File: src/rtl/bcd_stopwatch.sv
// BCD stopwatch / countdown timer for the OSD overlay, with lap capture and status flags.
// Digit 0 is the lowest hundredths digit (PL); digits 6.. are hours, least significant first.
module bcd_stopwatch #(
    parameter int HOUR_DIGITS = 1
) (
    input  logic                          gClk,
    input  logic                          nRST,
    input  logic                          run,
    input  logic                          clear,
    input  logic                          dirDown,
    input  logic                          load,
    input  logic [4*(6+HOUR_DIGITS)-1:0]  loadValue,
    input  logic                          gPercentEna,
    input  logic                          gSecondEna,
    input  logic                          lapCapture,
    input  logic                          lapRelease,
    output logic [4*(6+HOUR_DIGITS)-1:0]  liveBcd,
    output logic [4*(6+HOUR_DIGITS)-1:0]  dispBcd,
    output logic                          lapValid,
    output logic                          saturated,
    output logic                          expired,
    output logic                          running
);

    localparam int D = 6 + HOUR_DIGITS;

    typedef logic [D-1:0][3:0] bcd_t;

    bcd_t       r_count;
    bcd_t       r_lap;
    logic       r_lap_valid;
    logic       r_sat;
    logic       r_exp;

    bcd_t       w_load;
    bcd_t       w_max;
    bcd_t       w_sec_up;
    bcd_t       w_sec_dn;
    logic [D:2] w_carry;
    logic [D:2] w_borrow;
    logic [1:0][3:0] w_hund_up;
    logic [1:0][3:0] w_hund_dn;
    bcd_t       w_next;
    logic       w_next_sat;
    logic       w_next_exp;
    logic       w_tick;

    assign w_carry[2]  = 1'b1;
    assign w_borrow[2] = 1'b1;

    // Per-digit limits: tens of seconds and tens of minutes stop at 5, everything else at 9.
    for (genvar i = 0; i < D; i++) begin : g_digit
        localparam logic [3:0] LIM = (i == 3 || i == 5) ? 4'd5 : 4'd9;

        assign w_load[i] = (loadValue[4*i +: 4] > LIM) ? LIM : loadValue[4*i +: 4];
        assign w_max[i]  = LIM;

        if (i < 2) begin : g_hund
            assign w_sec_up[i] = 4'd0;
            assign w_sec_dn[i] = 4'd9;
        end else begin : g_chain
            assign w_sec_up[i]   = !w_carry[i]  ? r_count[i] :
                                   (r_count[i] == LIM) ? 4'd0 : r_count[i] + 4'd1;
            assign w_carry[i+1]  = w_carry[i] & (r_count[i] == LIM);
            assign w_sec_dn[i]   = !w_borrow[i] ? r_count[i] :
                                   (r_count[i] == 4'd0) ? LIM : r_count[i] - 4'd1;
            assign w_borrow[i+1] = w_borrow[i] & (r_count[i] == 4'd0);
        end
    end

    // Hundredths saturate in both directions and never ripple into seconds.
    always_comb begin
        // NOTE: every comb output gets a default first so no path can infer a latch.
        w_hund_up = r_count[1:0];
        w_hund_dn = r_count[1:0];
        if (r_count[1:0] != 8'h99) begin
            if (r_count[0] == 4'd9) w_hund_up = {r_count[1] + 4'd1, 4'd0};
            else                    w_hund_up = {r_count[1], r_count[0] + 4'd1};
        end
        if (r_count[1:0] != 8'h00) begin
            if (r_count[0] == 4'd0) w_hund_dn = {r_count[1] - 4'd1, 4'd9};
            else                    w_hund_dn = {r_count[1], r_count[0] - 4'd1};
        end
    end

    assign w_tick = run & ~r_sat & (gSecondEna | gPercentEna);

    always_comb begin
        w_next     = r_count;
        w_next_sat = r_sat;
        if (clear) begin
            w_next     = '0;
            w_next_sat = 1'b0;
        end else if (load) begin
            w_next     = w_load;
            w_next_sat = 1'b0;
        end else if (run && !r_sat) begin
            if (gSecondEna) begin
                if (!dirDown) begin
                    if (w_carry[D]) begin
                        w_next     = w_max;
                        w_next_sat = 1'b1;
                    end else begin
                        w_next = w_sec_up;
                    end
                end else begin
                    // w_borrow[D] means seconds through hours are already zero.
                    w_next = w_borrow[D] ? '0 : w_sec_dn;
                end
            end else if (gPercentEna) begin
                w_next[1:0] = dirDown ? w_hund_dn : w_hund_up;
            end
        end
        w_next_exp = w_tick & dirDown & ~clear & ~load & (r_count != '0) & (w_next == '0);
    end

    always_ff @(posedge gClk) begin
        // NOTE: sequential state uses non-blocking assignments so every register sees pre-edge values.
        if (!nRST) begin
            r_count     <= '0;
            r_lap       <= '0;
            r_lap_valid <= 1'b0;
            r_sat       <= 1'b0;
            r_exp       <= 1'b0;
        end else begin
            r_count <= w_next;
            r_sat   <= w_next_sat;
            r_exp   <= w_next_exp;
            if (clear) begin
                r_lap_valid <= 1'b0;
            end else if (lapCapture) begin
                r_lap       <= w_next;
                r_lap_valid <= 1'b1;
            end else if (lapRelease) begin
                r_lap_valid <= 1'b0;
            end
        end
    end

    assign liveBcd   = r_count;
    assign dispBcd   = r_lap_valid ? r_lap : r_count;
    assign lapValid  = r_lap_valid;
    assign saturated = r_sat;
    assign expired   = r_exp;
    assign running   = run & ~r_sat & ~(dirDown & (r_count == '0));

endmodule

File: config.mk
export PLATFORM = sky130hd
export DESIGN_NAME = bcd_stopwatch
export DESIGN_NICKNAME = d
export VERILOG_FILES = /design/src/rtl/bcd_stopwatch.sv
export SDC_FILE = /design/constraint.sdc
export NUM_CORES = 1
export LEC_CHECK = 0
export BUFFER_PORTS_ARGS = -buffer_cell sky130_fd_sc_hd__buf_2
export CAP_MARGIN = 20
export CORE_ASPECT_RATIO = 0.75
export CORE_MARGIN = 8
export CORE_UTILIZATION = 30
export DETAILED_ROUTE_END_ITERATION = 8
export GPL_TIMING_DRIVEN = 0
export PLACE_DENSITY = 0.54
export SLEW_MARGIN = 10
export SYNTH_ARGS = -nofsm -noshare
export SYNTH_HDL_FRONTEND = slang
export SYNTH_SLANG_ARGS = --single-unit
File: constraint.sdc
create_clock -name gClk -period 3 [get_ports gClk]
set_clock_uncertainty 0.05 [all_clocks]
set_input_delay 0.45 -clock gClk [delete_from_list [all_inputs] [get_ports gClk]]
set_output_delay 0.45 -clock gClk [all_outputs]
set_load 0.01 [all_outputs]
==> run metrics <==
placement row count=41; count of fill cells added during filler insertion=1750; die area=21240 µm²; Slew headroom=37.35%; Seq cells post-synth=59; result of the run=complete, no violations; Overall Global Routing Usage=21.00%; leading post-synthesis cells by cell area=sky130_fd_sc_hd__dfxtp_1 23%, sky130_fd_sc_hd__ha_1 5.7%, sky130_fd_sc_hd__nand2_1 5.1%; worst endpoint data arrival time=3.11 ns; share of total power consumed by net switching=34.36%; total I/O pin count=98; adder-cell area share of the yosys netlist=5.711%; Most Crowded Layer GR=met1; proportion of netlist area held by the largest area contributor=23.44%; total number of vias=5980; wire length of the first global-routing pass=34.76 mm; total power density per cell area=404.4 nW/µm²; total congestion overflow=0; DIE WIDTH=165.6 µm; Final Setup Violations=0; Hold Path Origin=r_lap[24]$_SDFFE_PN0P_; final setup slack of the worst path=0.05558 ns; GR Util met3=6.893%; worst r2r src=liveBcd[27]$_SDFF_PN0_; maxcap violations=0; total DRC errors in the routed layout=0; number of nets at the end of the flow=846; multiplexer share of the synthesized area=4.842%; final hold slack=0.4003 ns; vias in the first global route=5529; Final period util=98.15%; Clk pin slew, worst setup/hold paths=0.06 ns; clk root buf=sky130_fd_sc_hd__clkbuf_16; Clock Sinks=59; TritonCTS clock tree=yes; GR Layer Usage met2=28.96%; largest family of logic cells by synthesized area=simple AND/OR/NAND/NOR gates; Placed Instances=960; Mapped Cells=648; DR iter-0 viols=778; Power, Total=2.679 mW; router iterations before antenna repair=8; crit path launch=liveBcd[27]$_SDFF_PN0_; Vias/cell=5.950; depth of the worst hold-timing path=2; average size of a mapped cell=7.776 µm²; most repeated cell in the gate-level netlist after synthesis=sky130_fd_sc_hd__nand2_1; Clk pwr share=39.9%; HPWL reported at the end of detailed placement=17.16 mm; sequential power share=32.1%; number of pins exceeding their max-slew limit in the final report=0; post-detailed-route wirelength per cell=23.37 µm; final std cells w/o fill=1005; Simple-Gate Fraction of Synth Area=31.64%; initial antenna violation count=0; required arrival time at the worst endpoint=3.17 ns; number of endpoints with negative hold slack in the final report=0; Yosys top cell by area=sky130_fd_sc_hd__dfxtp_1; xor and xnor area share after synthesis=0%; fraction of power consumed by combinational cells=28.0%; Chip Height=128.2 µm; Clk Latency, worst-skew pair=0.34 ns; number of warnings reported in the yosys synthesis log=0; critical path class=flop to flop; maximum number of pins on one net before global-route repair=12; crit-path max FO=8; cts bufs inserted=9; Setup WS pre-CTS=-0.5566 ns; initial core utilization=30.31%; share of the yosys chip area belonging to registers=23.44%; # port buffers=97; post-route antenna net violation count=0; static leakage=2.725 nW; cell depth of the worst flop-to-flop path=9; Tightest Hold Check Type=flop to flop; compound-cell area share of the yosys netlist=26.45%; synthesized area=5039 µm²; number of unique standard cell types used by synthesis=92; Area Overhead vs Synth=31.46%; post-synth net total=709; number of flops mapped to enable cells by yosys=0; maximum frequency from static timing analysis=339.6 MHz; fraction of layout instances using a drive strength above 1=33.29%; Slew @ Worst Pin=0.9299 ns; core area=16620 µm²; Critical Path End Type=flop; count of hold-fix buffers inserted at cts=0; Power Internal=1.759 mW; final critical-path required period=2.944 ns; switching component of the power=920.4 µW; antenna diode count=0; most instantiated cells after synthesis=68 x sky130_fd_sc_hd__nand2_1, 59 x sky130_fd_sc_hd__dfxtp_1, 56 x sky130_fd_sc_hd__nor2_1, 47 x sky130_fd_sc_hd__o21ai_0, 41 x sky130_fd_sc_hd__a21oi_1; met1 usage in global routing=30.25%; worst vdd ir=0.3141 mV; Bufs on Longest Clock Path=2; detailed-route wire length=23.49 mm; most instantiated flip-flop cell in the synthesis netlist=sky130_fd_sc_hd__dfxtp_1; number of H-tree branching levels=3; share of synthesized flip-flops with an asynchronous set or reset=0%; element type at the critical path start=flop; gp weighted congestion=0.9605
==> layout by cell type (no fill, tap or decap), types with 5 or more instances in the layout <==
cell / n
sky130_fd_sc_hd__a211oi_1: 9
sky130_fd_sc_hd__a21oi_1: 41
sky130_fd_sc_hd__clkbuf_1: 25
sky130_fd_sc_hd__buf_2: 101
sky130_fd_sc_hd__inv_1: 13
sky130_fd_sc_hd__nor2_1: 54
sky130_fd_sc_hd__buf_6: 5
sky130_fd_sc_hd__mux2_2: 16
sky130_fd_sc_hd__dfxtp_1: 49
sky130_fd_sc_hd__clkbuf_16: 9
sky130_fd_sc_hd__a31oi_1: 7
sky130_fd_sc_hd__buf_4: 33
sky130_fd_sc_hd__nand3_1: 18
sky130_fd_sc_hd__o21ai_0: 46
sky130_fd_sc_hd__nor3_1: 17
sky130_fd_sc_hd__o211ai_1: 9
sky130_fd_sc_hd__nand2b_1: 11
sky130_fd_sc_hd__nand4_1: 11
sky130_fd_sc_hd__dfxtp_2: 9
sky130_fd_sc_hd__a22o_1: 11
sky130_fd_sc_hd__nand3b_1: 9
sky130_fd_sc_hd__inv_2: 10
sky130_fd_sc_hd__nor2b_1: 5
sky130_fd_sc_hd__and3b_1: 5
sky130_fd_sc_hd__nor3b_4: 6
sky130_fd_sc_hd__and3_1: 6
sky130_fd_sc_hd__and2_1: 17
sky130_fd_sc_hd__ha_1: 17
sky130_fd_sc_hd__nand2_1: 67
==> worst paths after layout <==
check                                              end  slack [ns]
worst max-delay path                expired$_SDFF_PN0_        0.06
worst min-delay path            r_lap[24]$_SDFFE_PN0P_        0.40
worst max register to register      expired$_SDFF_PN0_        0.06
worst min register to register  r_lap[24]$_SDFFE_PN0P_        0.40
==> power by group through the flow <==
stage | clock network [mW] | registers (mW) | logic, mW
5_1_grt | 1.11 | 0.864 | 0.798
3_5_place_dp | 0 | 0.870 | 0.619
2_1_floorplan | 0 | 0.867 | 0.383
3_3_place_gp | 0 | 0.870 | 0.621
6_report | 1.07 | 0.860 | 0.751
4_1_cts | 1.07 | 0.855 | 0.670
==> critical path: stages (launching register included) <==
cell and delay (ns):
sky130_fd_sc_hd__dfxtp_1 0.34, sky130_fd_sc_hd__clkbuf_1 0.36, sky130_fd_sc_hd__nand3b_1 0.32, sky130_fd_sc_hd__nor2_1 0.28, sky130_fd_sc_hd__nand3_1 0.26, sky130_fd_sc_hd__nand3_1 0.20, sky130_fd_sc_hd__a21oi_1 0.09, sky130_fd_sc_hd__a311oi_1 0.61
sky130_fd_sc_hd__or3_1 0.26, sky130_fd_sc_hd__nor4_4 0.06
==> registers in the layout, summed over array words and instances (netlist names) <==
signal / count
r_lap: 28
lapValid: 1
liveBcd: 28
expired: 1
saturated: 1
==> stage by stage <==
stage / TNS [ns] / utilization, % / instance area [µm²]
final: 0 / 39.85 / 6624
after global routing: -0.01704 / 39.85 / 6624
after CTS: 0 / 37.87 / 6295
after detailed placement: -1.028 / 34.85 / 5793
after global placement: -1.140 / 34.85 / 5793
after floorplan: 0 / - / 5039
==> logic make-up (layout without fill, tap and decap cells) <==
group | Yosys count | count (layout)
flip-flops | 59 | 59
adder cells (fa/ha/maj) | 23 | 23
AND/OR/NAND/NOR | 277 | 277
AO/OA/AOI/OAI | 195 | 195
buffers and inverters | 73 | 215
multiplexers | 21 | 21
==> timing repair <==
action | 4_1_cts | 5_1_grt
endpoints found under the setup margin | 13 | 5
gates cloned | 0 | 1
endpoints found under the hold margin | 0 | 0
pin swaps | 6 | 17
gates resized for setup | 36 | 44
buffers inserted | 8 | 21
==> per-layer routing <==
layer  part of all wire [%]  routed length [µm]  up-vias
met4                    1.7                 403        0
met1                     46               10860     2869
met2                     40                9374      378
met3                     12                2850       39
met5                      0                   0        -
li1                       -                   -     2694
==> area by class of cell <==
class	count	area (µm²)	share of cell area, %
Tap cell	215	269.0	4.061
Inverter	26	105.1	1.587
Buffer	46	307.8	4.647
Clock inverter	6	66.31	1.001
Timing Repair Buffer	127	720.7	10.88
Multi-Input combinational cell	516	3730	56.31
Clock buffer	10	229.0	3.457
Sequential cell	59	1196	18.06
Note: power is estimated with default switching activity, not from simulation.
